File: config.mk
export PLATFORM = sky130hd
export DESIGN_NAME = alu_exec_unit
export DESIGN_NICKNAME = d
export VERILOG_FILES = /design/src/rtl/alu_pkg.sv /design/src/rtl/alu_comb.sv /design/src/rtl/alu_exec_unit.sv
export SDC_FILE = /design/constraint.sdc
export NUM_CORES = 1
export LEC_CHECK = 0
export ABC_AREA = 0
export CORE_ASPECT_RATIO = 1.4
export CORE_MARGIN = 1.5
export CORE_UTILIZATION = 69
export DETAILED_ROUTE_END_ITERATION = 8
export DONT_BUFFER_PORTS = 1
export HOLD_SLACK_MARGIN = 0.02
export PLACE_DENSITY_LB_ADDON = 0.2
export SLEW_MARGIN = 40
export SYNTH_ARGS = -nofsm -noshare
export SYNTH_HDL_FRONTEND = slang
export SYNTH_SLANG_ARGS = --single-unit
File: constraint.sdc
create_clock -name clk -period 5.7 [get_ports clk]
set_input_delay 1.14 -clock clk [delete_from_list [all_inputs] [get_ports clk]]
set_output_delay 1.14 -clock clk [all_outputs]
set_load 0.05 [all_outputs]
File: src/rtl/alu_pkg.sv
// Shared definitions for the ALU execution unit and the ALU controller:
// operation codes, the sequencer state encoding and the default data width.
package alu_pkg;

  localparam int ALU_DATA_WIDTH = 32;

  // 4-bit operation codes as produced by the ALU controller
  localparam logic [3:0] OP_AND = 4'b0000;
  localparam logic [3:0] OP_OR  = 4'b0001;
  localparam logic [3:0] OP_ADD = 4'b0010;
  localparam logic [3:0] OP_SLL = 4'b0011;
  localparam logic [3:0] OP_XOR = 4'b0100;
  localparam logic [3:0] OP_SRL = 4'b0101;
  localparam logic [3:0] OP_SUB = 4'b0110;
  localparam logic [3:0] OP_EQ  = 4'b1000;
  localparam logic [3:0] OP_NE  = 4'b1001;
  localparam logic [3:0] OP_SRA = 4'b1010;
  localparam logic [3:0] OP_SLT = 4'b1100;
  localparam logic [3:0] OP_SGE = 4'b1101;

  typedef enum logic [1:0] {
    ST_IDLE  = 2'd0,
    ST_SHIFT = 2'd1,
    ST_DONE  = 2'd2
  } alu_state_t;

  // True for the three shift codes, which are sequenced by the exec unit
  function automatic logic is_shift(input logic [3:0] op);
    return (op == OP_SLL) || (op == OP_SRL) || (op == OP_SRA);
  endfunction

endpackage

File: src/rtl/alu_comb.sv
// Combinational datapath for every single-cycle ALU operation.
// Shift codes (and undefined codes) yield zero here; shifts are produced
// by the sequencer in alu_exec_unit.
module alu_comb
  import alu_pkg::*;
#(
  parameter int DATA_WIDTH = ALU_DATA_WIDTH
) (
  input  logic [3:0]            op,
  input  logic [DATA_WIDTH-1:0] a,
  input  logic [DATA_WIDTH-1:0] b,
  output logic [DATA_WIDTH-1:0] y
);

  // Select the operation result; compares return a single flag in bit 0
  always_comb begin
    y = '0;
    case (op)
      OP_AND:  y = a & b;
      OP_OR:   y = a | b;
      OP_XOR:  y = a ^ b;
      OP_ADD:  y = a + b;
      OP_SUB:  y = a - b;
      OP_SLT:  y = {{(DATA_WIDTH-1){1'b0}}, ($signed(a) <  $signed(b))};
      OP_SGE:  y = {{(DATA_WIDTH-1){1'b0}}, ($signed(a) >= $signed(b))};
      OP_EQ:   y = {{(DATA_WIDTH-1){1'b0}}, (a == b)};
      OP_NE:   y = {{(DATA_WIDTH-1){1'b0}}, (a != b)};
      default: y = '0;
    endcase
  end

endmodule

File: src/rtl/alu_exec_unit.sv
// ALU execution unit: accepts one request at a time, sequences it through
// IDLE -> (SHIFT) -> DONE and holds the registered result until consumed.
// Build option: ALU_FAST_SHIFT_EN selects a single-cycle barrel shifter;
// otherwise shifts move one bit per cycle in the SHIFT state.
//
// Handshake: a request is taken on a rising edge with in_valid && in_ready;
// in_ready is high only in IDLE (and low during reset). A result is offered
// with out_valid (DONE only) and is taken on a rising edge with
// out_valid && out_ready; ALUResult is stable while out_valid waits.
module alu_exec_unit
  import alu_pkg::*;
#(
  parameter int DATA_WIDTH = ALU_DATA_WIDTH
) (
  input  logic                  clk,
  input  logic                  reset,
  input  logic                  in_valid,
  output logic                  in_ready,
  input  logic [3:0]            Operation,
  input  logic [DATA_WIDTH-1:0] SrcA,
  input  logic [DATA_WIDTH-1:0] SrcB,
  output logic                  out_valid,
  input  logic                  out_ready,
  output logic [DATA_WIDTH-1:0] ALUResult,
  output logic [1:0]            dbg_state
);

  localparam int SW = $clog2(DATA_WIDTH);

  alu_state_t            state_q, state_d;
  logic [DATA_WIDTH-1:0] res_q, res_d;
  logic [DATA_WIDTH-1:0] comb_res;
  logic [SW-1:0]         shamt;
  logic                  accept;

  alu_comb #(.DATA_WIDTH(DATA_WIDTH)) u_comb (
    .op (Operation),
    .a  (SrcA),
    .b  (SrcB),
    .y  (comb_res)
  );

  assign shamt     = SrcB[SW-1:0];
  assign in_ready  = (state_q == ST_IDLE) && !reset;
  assign accept    = in_valid && in_ready;
  assign out_valid = (state_q == ST_DONE);
  assign ALUResult = res_q;
  assign dbg_state = state_q;

`ifdef ALU_FAST_SHIFT_EN
  logic [DATA_WIDTH-1:0] barrel_res;

  // Full shift of SrcA by the low operand bits in one cycle
  always_comb begin
    barrel_res = '0;
    case (Operation)
      OP_SLL:  barrel_res = SrcA << shamt;
      OP_SRL:  barrel_res = SrcA >> shamt;
      OP_SRA:  barrel_res = $signed(SrcA) >>> shamt;
      default: barrel_res = '0;
    endcase
  end

  // Next state: every accepted operation completes straight into DONE
  always_comb begin
    state_d = state_q;
    res_d   = res_q;
    case (state_q)
      ST_IDLE: begin
        if (accept) begin
          res_d   = is_shift(Operation) ? barrel_res : comb_res;
          state_d = ST_DONE;
        end
      end
      ST_DONE: begin
        if (out_ready) state_d = ST_IDLE;
      end
      default: state_d = ST_IDLE;
    endcase
  end

  // State and result registers; reset aborts any operation in flight
  always_ff @(posedge clk or posedge reset) begin
    if (reset) begin
      state_q <= ST_IDLE;
      res_q   <= '0;
    end else begin
      state_q <= state_d;
      res_q   <= res_d;
    end
  end

`else
  logic [SW-1:0]         cnt_q, cnt_d;
  logic [3:0]            op_q, op_d;
  logic [DATA_WIDTH-1:0] step_res;

  // One-bit shift of the working register in the direction of the held op
  always_comb begin
    case (op_q)
      OP_SLL:  step_res = {res_q[DATA_WIDTH-2:0], 1'b0};
      OP_SRL:  step_res = {1'b0, res_q[DATA_WIDTH-1:1]};
      default: step_res = {res_q[DATA_WIDTH-1], res_q[DATA_WIDTH-1:1]};
    endcase
  end

  // Next state: shifts with a nonzero amount iterate in SHIFT, all else to DONE
  always_comb begin
    state_d = state_q;
    res_d   = res_q;
    cnt_d   = cnt_q;
    op_d    = op_q;
    case (state_q)
      ST_IDLE: begin
        if (accept) begin
          if (is_shift(Operation)) begin
            res_d   = SrcA;
            op_d    = Operation;
            cnt_d   = shamt;
            state_d = (shamt == '0) ? ST_DONE : ST_SHIFT;
          end else begin
            res_d   = comb_res;
            state_d = ST_DONE;
          end
        end
      end
      ST_SHIFT: begin
        res_d = step_res;
        cnt_d = cnt_q - 1'b1;
        if (cnt_q == SW'(1)) state_d = ST_DONE;
      end
      ST_DONE: begin
        if (out_ready) state_d = ST_IDLE;
      end
      default: state_d = ST_IDLE;
    endcase
  end

  // State, result, counter and held-op registers; reset aborts any operation
  always_ff @(posedge clk or posedge reset) begin
    if (reset) begin
      state_q <= ST_IDLE;
      res_q   <= '0;
      cnt_q   <= '0;
      op_q    <= OP_SLL;
    end else begin
      state_q <= state_d;
      res_q   <= res_d;
      cnt_q   <= cnt_d;
      op_q    <= op_d;
    end
  end
`endif

endmodule

Word-level counts from Yosys, hierarchy flattened
Index checks and enable logic that the tools add are counted.
Widths: inputs -> output; s select.
{"block": "op_classes", "add_sub_neg": 3, "order_cmp": 2, "n_eq_ne": 23, "mux": 14, "bitwise_logic": 3, "reduce_logical": 14}
{"operator": "$pmux 32 s9", "n": 1}
{"operator": "$pmux 32 s2", "n": 2}
{"operator": "$mux 32", "n": 2}
{"operator": "$add 32x32->32", "n": 1}
{"operator": "$and 32x32->32", "n": 1}
{"operator": "$eq 32x32->1", "n": 1}
{"operator": "$ge 32x32->1", "n": 1}
{"operator": "$lt 32x32->1", "n": 1}
{"operator": "$ne 32x32->1", "n": 1}
{"operator": "$or 32x32->32", "n": 1}
{"operator": "$sub 32x32->32", "n": 1}
{"operator": "$xor 32x32->32", "n": 1}
{"operator": "$eq 4x4->1 const B", "n": 5}
{"operator": "$eq 4x3->1 const B", "n": 4}
{"operator": "$eq 4x2->1 const B", "n": 3}
{"operator": "$reduce_and 3->1", "n": 4}
{"operator": "$mux 2", "n": 5}
{"operator": "$mux 5", "n": 2}
{"operator": "$pmux 5 s2", "n": 1}
{"operator": "$pmux 2 s3", "n": 1}
{"operator": "$eq 5x1->1 const B", "n": 1}
{"operator": "$logic_not 5->1", "n": 1}
{"operator": "$sub 5x1->5 const B", "n": 1}
{"operator": "$eq 4x1->1 const B", "n": 1}
{"operator": "12 further kinds", "n": 16}
{"block": "word_totals", "ff_bits": 43, "in_bits": 72, "word_cells": 64}

Depth between registers and ports, before layout
Gate-level depths: netlist (run 1).
{"block": "logic_depth", "depth_word": 6, "ltp_mapped": 13, "ltp_nobuf": 13}

Hierarchy
A second synthesis (run 1) with hierarchy kept.
{"block": "hier_totals", "cells_unflattened": 1238, "hier_area_um2": 8645.8}
{"mod": "alu_comb", "instances": 1, "cells_per_inst": 812, "area_per_inst_um2": 5247.5, "seq_area_each_um2": 0.0}
{"mod": "alu_exec_unit", "instances": 1, "cells_per_inst": 426, "area_per_inst_um2": 3398.3, "seq_area_each_um2": 1078.5}

Worst setup path after synthesis (run 1)
OpenSTA, ideal clock, no wires.
{"block": "synth_timing", "path_kind": "input -> register", "from": "input port reset", "to": "register res_q[22], in the netlist ALUResult[22]", "setup_time_ns": 0.146, "arrival_ns": 3.670, "required_time_ns": 5.554, "slack_ns": 1.884, "cell_stages": 8, "path_cell_list": "nor3_1 > and2_1 > clkbuf_1 > clkbuf_1 > clkbuf_1 > o2111ai_1 > a221oi_1 > a311oi_1"}
{"block": "synth_between", "elab_chain_len": 5}
{"element": "from (decl)", "line_no": "alu_exec_unit.sv:16", "text": "input logic reset,"}
{"element": "$logic_not 1->1 (no line)"}
{"element": "$logic_and 1x1->1", "line_no": "alu_exec_unit.sv:44", "text": "assign in_ready = (state_q == ST_IDLE) && !reset;"}
{"element": "$logic_and 1x1->1", "line_no": "alu_exec_unit.sv:45", "text": "assign accept = in_valid && in_ready;"}
{"element": "$ne 2x2->1 (no line)"}
{"element": "$reduce_and 2->1 (no line)"}
{"element": "to (signal assigned)", "line_no": "alu_exec_unit.sv:148", "text": "res_q <= res_d;"}
{"element": "to (decl)", "line_no": "alu_exec_unit.sv:31", "text": "logic [DATA_WIDTH-1:0] res_q, res_d;"}
Every way passes these cells.
A chain may end at the register's enable or synchronous reset.

Worst setup path after layout (run 1)
{"block": "layout_timing", "from": "input port SrcA[0]", "to": "register res_q[24], in the netlist ALUResult[24]"}
{"block": "layout_between", "elab_chain_len": 5, "word_cells_on_any_way": 6, "cone_classes": "2 x add/sub; 4 x mux"}
{"element": "from (decl)", "line_no": "alu_exec_unit.sv:20", "text": "input logic [DATA_WIDTH-1:0] SrcA,"}
{"element": "$sub 32x32->32 / $add 32x32->32 (equally long branches)", "line_no": "alu_comb.sv:23, alu_comb.sv:22"}
{"element": "$pmux 32 s9 *", "line_no": "alu_comb.sv:18", "text": "case (op)"}
{"element": "$mux 32 *", "line_no": "alu_exec_unit.sv:116", "text": "if (is_shift(Operation)) begin"}
{"element": "$mux 32 *", "line_no": "alu_exec_unit.sv:115", "text": "if (accept) begin"}
{"element": "$pmux 32 s2 *", "line_no": "alu_exec_unit.sv:113", "text": "case (state_q)"}
Every way passes the cells marked *; elsewhere a longest branch is shown, timed or not. The select of a mux whose other input is x is not followed.

==> impl_metrics.tcl, run 1 <==
set metrics [dict create \
    status "completed" \
    power.density_mw_per_mm2 318 \
    final_nets 1239 \
    crit_path_start_kind "input pin" \
    syn-mean-instance-area_um2 6.94 \
    gp_congestion 1.05 \
    synth_cells 1122 \
    power_leakage_uw 0.00357 \
    placement.io_buffers 0 \
    post_synth_and_or_nand_nor_area_fraction_pct 22.2 \
    dp_cells 1199 \
    synth-xor-area-share_pct 1.46 \
    vias 8827 \
    syn_area_mm2 0.00778 \
    clk-insertion-delay-late_ns 0.30 \
    floorplan.die_area_mm2 0.0119 \
    cts_htree_levels 2 \
    synth_cell_type_count 81 \
    start_util_pct 71.2 \
    complex_gate_fraction_of_the_synthesized_area_pct 35.0 \
    maxCapViolCount 0 \
    synth.yosys.warnings 0 \
    cts_tree "built" \
    critical_path.max_fanout 3 \
    final_common_cell "nand2_1" \
    highest_count_cells_in_the_layout_ignoring_fill_and_taps "119 x nand2_1, 113 x a21oi_1, 99 x inv_1, 99 x ha_1, 91 x nor2_1" \
    grt_setup_unrepaired "false" \
    clock_skew_ns 0.00486 \
    routedWlPerCell_um 22.7 \
    std_cell_rows 45 \
    tightestPinTransition_ns 0.859 \
    synth_seq_area_share_pct 13.9 \
    clock_path_buffers 2 \
    number_of_resized_instances_in_the_post_cts_repair_step 0 \
    ant_nets 0 \
    clk_root_buffer_cell "clkbuf_16" \
    period_needed_ns 3.95 \
    hold_viol 0 \
    post-cts-setup-buffer-count 0 \
    fp.coreArea_mm2 0.0109 \
    floorplan.die.height_um 129 \
    globalRouteOverflowTotal 0 \
    drt_iter0_drc 1009 \
    worstPathRequired_ns 5.89 \
    cts_buffers 5 \
    fp.dieW_um 92.8 \
    maxSlewHeadroom_pct 42.7 \
    holdBufCountCts 0 \
    fin_crit_sh_pct 69.2 \
    async_flop_share_pct 100 \
    top_level_ports 108 \
    slew_violations 0 \
    area_growth_syn_to_layout_pct 3.10 \
    post-route-drc-count 0 \
    proportion_of_layout_cells_with_a_drive_suffix_above_1_pct 5.44 \
    grt_pass1_wl_um 42900 \
    cp_endpoint_kind "register" \
    drt_first_pass_iters 6 \
    maximum_number_of_pins_on_one_net_before_global_route_repair 44 \
    fin_tns_setup_ns 0 \
    yosys.area_share.adder_pct 16.4 \
    irDropWorstVdd_mv 0.177 \
    n_antenna_cell 0 \
    ys_seq_elements 43 \
    clock.fmax_mhz 253 \
    cp.arrival_ns 4.13 \
    grt_antenna_before_repair 0 \
    cts_clock_pin_slew_for_the_worst_setup_and_hold_paths_ns 0.07 \
    report.final.setup_viol 0 \
    grt_pass1_vias 8424 \
    number_of_flops_mapped_to_enable_cells_by_yosys 0 \
    worst_hold_path_type "register to register" \
    finish.cell_count_without_fillers 1208 \
    post-dp-hpwl_um 19800 \
    tritoncts_num_sinks 43 \
    synth.mux.area_fraction_pct 1.99 \
    timing.setup.critical_path_class "input pin to register" \
    grt_usage_pct 45.4 \
    viasPerCell 7.31 \
    synth_top_family_by_area "compound AO/OA/AOI/OAI gates" \
    net_count_of_the_mapped_netlist 1295 \
    drt-total-wl_um 27400 \
    dominantRegCellSynth "dfrtp_1" \
]
## area by class of cell
type,instances,area [µm²]
well taps,141,176
clock buffers,5,125
inverters,103,387
flip-flops and latches,43,1080
repair buffers,15,130
fillers,939,2900
multi-input cells,898,6080
clock inverters,3,46.3
## cells in the mapped netlist (4+ instances only)
library cell | count | area (µm²)
o2111ai_1 | 5 | 43.8
nor2b_1 | 15 | 93.8
nand2b_1 | 8 | 50.1
o31ai_1 | 18 | 135
ha_1 | 99 | 1240
a221o_1 | 6 | 60.1
nor3b_1 | 4 | 30.0
nor4_1 | 13 | 81.3
o211ai_1 | 21 | 158
mux2_2 | 4 | 45.0
nor3_1 | 35 | 175
a22oi_1 | 4 | 30.0
and2_1 | 5 | 31.3
clkbuf_1 | 63 | 236
a31oi_1 | 28 | 175
nand2_1 | 119 | 447
xnor2_1 | 13 | 114
a21o_1 | 19 | 143
or3_1 | 7 | 43.8
o22ai_1 | 4 | 25.0
buf_2 | 12 | 60.1
o21ai_0 | 60 | 300
o21ai_1 | 5 | 25.0
o21bai_1 | 11 | 82.6
nand4_1 | 8 | 50.1
dfrtp_1 | 41 | 1030
a221oi_1 | 19 | 166
a211o_1 | 4 | 35.0
o21a_1 | 11 | 82.6
a211oi_1 | 13 | 97.6
a311oi_1 | 5 | 43.8
inv_1 | 100 | 375
and3_1 | 13 | 81.3
a21oi_1 | 113 | 566
o221ai_1 | 8 | 70.1
nor2_1 | 92 | 345
a2111oi_0 | 4 | 35.0
mux2i_1 | 11 | 110
nand3_1 | 34 | 170
## path summary, 6_finish.rpt
check / cells past startpoint / end / slack, ns / from
worst max-delay path: 13 / ALUResult[24] / 1.75 / SrcA[0]
worst min-delay path: 2 / cnt_q[3] / 0.57 / cnt_q[3]
worst max register to register: 8 / ALUResult[26] / 2.26 / dbg_state[0]
worst min register to register: 2 / cnt_q[3] / 0.57 / cnt_q[3]
max in group asynchronous: 2 / ALUResult[11] / 4.40 / reset
min in group asynchronous: 2 / dbg_state[1] / 0.89 / reset
## critical path: stages
cell and delay, ns:
inv_1 0.06, ha_1 0.18, inv_1 0.06, fa_1 0.40, nor3b_1 0.17, o31ai_1 0.32
a311oi_1 0.21, o31ai_1 0.52, nand2_1 0.18, a32o_1 0.25, o311ai_1 0.25, o21ai_1 0.11
o31a_1 0.28
## per-stage QoR
stage	total power, µW	hold WS (ns)	util, %	setup WS (ns)	instance area, µm²
floorplan	1820	0.522	-	1.88	7780
detailed placement	2160	0.558	71.6	1.56	7820
finish	2550	0.571	73.5	1.75	8020
global route	2680	0.595	73.5	1.54	8020
CTS	2510	0.578	73.2	1.83	8000
global placement	2120	0.545	71.5	1.57	7800
## flip-flops by register name, summed over array words and instances, names as in the netlist
signal and cells:
dbg_state 2, ALUResult 32, op_q 4, cnt_q 5
## layer usage
layer	global-route usage, %	wire, µm	part of all wire, %
met3	9.16	3140	11
met5	0	0	0
met4	33.5	2160	7.9
met2	74.9	12600	46
met1	51.6	9490	35
## power breakdown
| group | internal, µW | total (µW) | switching (µW) |
|---|---|---|---|
| registers | 444 | 1070 | 629 |
| logic | 436 | 1130 | 693 |
| clock network | 209 | 352 | 143 |
| total | 1090 | 2550 | 1470 |
## logic make-up after synthesis
logic type      count (synthesis)
mux                            15
simple gates                  368
compound gates                401
fa+ha+maj                     101
flops                          43
buf+inv                       181
xor+xnor                       13
No activity file was read; power rests on OpenSTA's default activity.
==> run 2, diff against run 1 <==
--- a/config.mk
+++ b/config.mk
@@ -8,7 +8,7 @@
 export ABC_AREA = 0
 export CORE_ASPECT_RATIO = 1.4
 export CORE_MARGIN = 1.5
-export CORE_UTILIZATION = 69
+export CORE_UTILIZATION = 60
 export DETAILED_ROUTE_END_ITERATION = 8
 export DONT_BUFFER_PORTS = 1
 export HOLD_SLACK_MARGIN = 0.02
==> constraint.sdc (replaced) <==
create_clock -name clk -period 3.3 [get_ports clk]
set_input_delay 0.66 -clock clk [delete_from_list [all_inputs] [get_ports clk]]
set_output_delay 0.66 -clock clk [all_outputs]
set_load 0.05 [all_outputs]
==> impl_metrics.tcl, run 2 (same netlist as run 1, synthesis figures left out) <==
set metrics [dict create \
    crit_path_top_delay_cell "fa_1" \
    tritoncts_num_sinks 43 \
    top_level_ports 108 \
    post-dp-hpwl_um 22300 \
    gp_congestion 1.05 \
    fp.coreArea_mm2 0.0128 \
    vias 9312 \
    hold_viol 0 \
    path_delay_family "compound AO/OA/AOI/OAI gates" \
    largest_register_ffs 32 \
    post-cts-setup-buffer-count 0 \
    fin_crit_sh_pct 95.5 \
    irDropWorstVdd_mv 0.358 \
    final_common_cell "nand2_1" \
    drt_iter0_drc 962 \
    cts_buffers 5 \
    grt_pass1_wl_um 46300 \
    report.final.setup_viol 0 \
    period_needed_ns 3.15 \
    tightestPinTransition_ns 0.769 \
    crit_path_max_incr_delay_ns 0.38 \
    number_of_resized_instances_in_the_post_cts_repair_step 0 \
    final_core_util_pct 69.3 \
    cts_htree_levels 2 \
    power.density_mw_per_mm2 521 \
    worstPathCellList "inv_1 -> ha_1 -> inv_1 -> fa_1 -> nor3b_1 -> o31ai_2 -> a311oi_2 -> nor3_2 -> o21bai_1 -> a41o_1 -> o211ai_1 -> o211ai_1 -> a221oi_1" \
    worstPathRequired_ns 3.51 \
    grt_antenna_before_repair 0 \
    n_antenna_cell 0 \
    status "completed" \
    proportion_of_layout_cells_with_a_drive_suffix_above_1_pct 14.3 \
    drt-total-wl_um 29700 \
    slew_violations 0 \
    power_leakage_uw 0.00408 \
    critical_path.max_fanout 4 \
    holdBufCountCts 0 \
    fin_tns_setup_ns 0 \
    dpl-instance-area_mm2 0.00863 \
    grt_pass1_vias 9004 \
    highest_count_cells_in_the_layout_ignoring_fill_and_taps "119 x nand2_1, 118 x buf_4, 113 x a21oi_1" \
    clk-insertion-delay-late_ns 0.31 \
    cp_endpoint_kind "register" \
    final_area_mm2 0.00883 \
    reg2reg_depth 5 \
    floorplan.die.height_um 138 \
    worst_r2r_startpoint "op_q[0]" \
    clk_root_buffer_cell "clkbuf_16" \
    drt_first_pass_iters 8 \
    regToRegSetupSlack_ns 0.77 \
    cts_clock_pin_slew_for_the_worst_setup_and_hold_paths_ns 0.08 \
    clock_path_buffers 2 \
    crit_path_start_kind "input pin" \
    cp.arrival_ns 3.36 \
    maxCapViolCount 0 \
    fp.dieW_um 99.3 \
    maxSlewHeadroom_pct 48.6 \
    viasPerCell 7.03 \
    final_nets 1343 \
    clock.fmax_mhz 317 \
    worst_hold_path_type "input pin to async pin" \
    placement.io_buffers 0 \
    whs_ns 0.308 \
    floorplan.die_area_mm2 0.0137 \
    worst_r2r_endpoint "ALUResult[0]" \
    cts_tree "built" \
    routedWlPerCell_um 22.4 \
    timing.setup.critical_path_class "input pin to register" \
    totalPowerFinal_uw 4600 \
    filler_cell_count 1165 \
    ant_nets 0 \
    area_growth_syn_to_layout_pct 13.5 \
    clock_skew_ns 0.0110 \
    maximum_number_of_pins_on_one_net_before_global_route_repair 44 \
    grt_setup_unrepaired "false" \
    post-route-drc-count 0 \
    globalRouteOverflowTotal 0 \
    critPathBufInv 2 \
    std_cell_rows 49 \
    grt_usage_pct 43.0 \
    start_util_pct 61.0 \
]
==> run 2: worst max path at each step <==
stage             from       endpoint  slack [ns]  cells after the start
2_1_floorplan  SrcA[0]  ALUResult[24]        0.14                     13
3_3_place_gp   SrcA[0]  ALUResult[24]       -0.17                     13
3_5_place_dp   SrcA[0]  ALUResult[24]       -0.20                     13
4_1_cts        SrcA[0]  ALUResult[24]        0.08                     13
5_1_grt        SrcA[0]  ALUResult[26]      0.0008                     13
6_report       SrcA[0]  ALUResult[26]        0.15                     13
==> run 2: power by group <==
group	internal, µW	switching, µW	leakage, µW
clock network	358	254	0.0000838
registers	768	1030	0.000526
logic	898	1290	0.00347
==> run 2: cell type report <==
class | instances | area (µm²) | share of cell area, %
clock inverters | 3 | 43.8 | 0.496
well taps | 153 | 191 | 2.17
clock buffers | 5 | 125 | 1.42
multi-input cells | 898 | 6100 | 69.0
repair buffers | 119 | 906 | 10.3
flip-flops and latches | 43 | 1080 | 12.2
inverters | 103 | 389 | 4.41
==> run 2: per-layer routing <==
metal / share of wire, % / vias to the layer above / track usage, %
li1: - / 4166 / -
met4: 6.9 / 0 / 30.7
met5: 0 / - / 0
met3: 10 / 191 / 8.73
met2: 48 / 611 / 74.9
met1: 35 / 4344 / 46.3
==> run 2: worst register-to-register path: stages, from the launching register on <==
cell and delay, ns:
dfstp_2 0.52, inv_1 0.08, or4b_2 1.06, a31oi_1 0.39, nor2_1 0.09, a211o_1 0.29
==> run 2: metrics by stage <==
step | instances | setup WS [ns]
2_1_floorplan | 1122 | 0.137
3_3_place_gp | 1316 | -0.169
3_5_place_dp | 1316 | -0.199
4_1_cts | 1324 | 0.0755
5_1_grt | 1324 | 0.000780
6_report | 1324 | 0.149
==> run 3, diff against run 2 <==
--- a/config.mk
+++ b/config.mk
@@ -13,6 +13,7 @@
 export DONT_BUFFER_PORTS = 1
 export HOLD_SLACK_MARGIN = 0.02
 export PLACE_DENSITY_LB_ADDON = 0.2
+export SETUP_SLACK_MARGIN = 0.05
 export SLEW_MARGIN = 40
 export SYNTH_ARGS = -nofsm -noshare
 export SYNTH_HDL_FRONTEND = slang
==> constraint.sdc (replaced) <==
create_clock -name clk -period 2.6 [get_ports clk]
set_input_delay 0.52 -clock clk [delete_from_list [all_inputs] [get_ports clk]]
set_output_delay 0.52 -clock clk [all_outputs]
set_load 0.05 [all_outputs]
==> impl_metrics.tcl, run 3 (same netlist as run 1, synthesis figures left out) <==
set metrics [dict create \
    drt_first_pass_iters 8 \
    violated_checks "negative setup slack" \
    cp_endpoint_kind "register" \
    dp_worst_setup_slack_ns -0.572 \
    reg2reg_depth 5 \
    final_area_mm2 0.0104 \
    grt_usage_pct 45.8 \
    fp.coreArea_mm2 0.0128 \
    finish.cell_count_without_fillers 1430 \
    maxSlewHeadroom_pct 54.7 \
    floorplan.die.height_um 138 \
    floorplan.die_area_mm2 0.0137 \
    clock_skew_ns 0.00890 \
    post-route-drc-count 0 \
    power_leakage_uw 0.00472 \
    maxCapViolCount 0 \
    worstPathRequired_ns 2.77 \
    drt-total-wl_um 32900 \
    irDropWorstVdd_mv 0.380 \
    dp_cells 1403 \
    tightestPinTransition_ns 0.679 \
    top_level_ports 108 \
    clk-insertion-delay-late_ns 0.30 \
    grt_setup_unrepaired "true" \
    worst_r2r_endpoint "ALUResult[20]" \
    globalRouteOverflowTotal 0 \
    ant_nets 0 \
    fin_crit_sh_pct 108 \
    setup_slack_ns -0.208 \
    fp.dieW_um 99.3 \
    dpl-instance-area_mm2 0.00964 \
    grt_antenna_before_repair 0 \
    grt_pass1_wl_um 48900 \
    status "finished, violations left" \
    period_needed_ns 2.81 \
    report.final.setup_viol 12 \
    crit_path_end "ALUResult[19]" \
    regToRegSetupSlack_ns 0.24 \
    slew_violations 0 \
    crit_path_start_kind "input pin" \
    maximum_number_of_pins_on_one_net_before_global_route_repair 28 \
    cts_clock_pin_slew_for_the_worst_setup_and_hold_paths_ns 0.07 \
    cp.arrival_ns 2.98 \
    worst_r2r_startpoint "op_q[0]" \
    final_common_cell "buf_4" \
    drt_iter0_drc 1166 \
    area_growth_syn_to_layout_pct 33.9 \
    viasPerCell 7.03 \
    gp_congestion 1.05 \
    post-dp-hpwl_um 24300 \
    placement.io_buffers 0 \
    cts_tree "built" \
    clock_path_buffers 2 \
    holdBufCountCts 0 \
    setup.worst_path.start "SrcB[1]" \
    start_util_pct 61.0 \
    vias 10000 \
    highest_count_cells_in_the_layout_ignoring_fill_and_taps "213 x buf_4, 119 x nand2_1, 96 x a21oi_1" \
    n_antenna_cell 0 \
    cts_htree_levels 2 \
    hold_viol 0 \
    proportion_of_layout_cells_with_a_drive_suffix_above_1_pct 28.7 \
    final_nets 1449 \
    final_core_util_pct 81.7 \
    timing.setup.critical_path_class "input pin to register" \
    grt_pass1_vias 9593 \
    worst_hold_path_type "input pin to async pin" \
    routedWlPerCell_um 23.0 \
    clk_root_buffer_cell "clkbuf_16" \
    clock.fmax_mhz 356 \
    cts_buffers 5 \
    power.density_mw_per_mm2 608 \
    std_cell_rows 49 \
    tritoncts_num_sinks 43 \
    critical_path.max_fanout 4 \
    largest_register_ffs 32 \
]
==> run 3: routing by layer <==
metal	wire, µm	part of all wire [%]	GRT usage, %	vias to the layer above
li1	-	-	-	4384
met1	10800	33	49.3	4582
met2	15400	47	78.0	803
met3	3750	11	10.2	280
met4	2970	9.0	35.1	0
met5	0	0	0	-
==> run 3: how the worst min path moves through the flow <==
stage / end / slack, ns / start / cells after the start
after floorplan: cnt_q[4] / 0.52 / cnt_q[4] / 2
after detailed placement: ALUResult[29] / 0.52 / reset / 1
after global routing: dbg_state[1] / 0.22 / reset / 1
final: ALUResult[31] / 0.20 / reset / 1
after CTS: op_q[3] / 0.21 / reset / 1
after global placement: op_q[3] / 0.51 / reset / 1
==> run 3: cell type report <==
| type | count | area, µm² |
|---|---|---|
| well taps | 153 | 191 |
| clock inverters | 3 | 43.8 |
| flip-flops and latches | 43 | 1080 |
| multi-input cells | 898 | 6740 |
| repair buffers | 225 | 1790 |
| inverters | 103 | 453 |
| fillers | 868 | 2330 |
| clock buffers | 5 | 125 |
==> run 3: through the flow <==
| step | power (µW) | setup TNS [ns] | hold slack, ns |
|---|---|---|---|
| 3_3_place_gp | 5160 | -8.81 | 0.512 |
| 2_1_floorplan | 4090 | -2.51 | 0.522 |
| 4_1_cts | 6070 | -0.986 | 0.207 |
| 3_5_place_dp | 5230 | -9.77 | 0.523 |
| 5_1_grt | 6620 | -2.85 | 0.221 |
| 6_report | 6340 | -1.17 | 0.197 |
==> run 3: timing repair <==
action | CTS | global route
hold endpoints to repair | 0 | 0
pin swaps | 37 | 54
endpoints found under the setup margin | 22 | 24
gates resized for setup | 41 | 58
buffers inserted | 11 | 10
==> run 3: power breakdown <==
part           total, µW  switching (µW)  internal, µW
Clock                763             308           454
Combinational       3290            1840          1460
Sequential          2280            1310           976
==> run 3: worst max-delay path, cell delays in order <==
cell        delay, ns
clkinvlp_4       0.08
ha_4             0.26
o21ba_4          0.20
or4_4            0.47
a21oi_4          0.21
o211ai_1         0.19
a31oi_2          0.26
nor3_1           0.06
a31oi_1          0.14
a21oi_1          0.09
or4_1            0.51
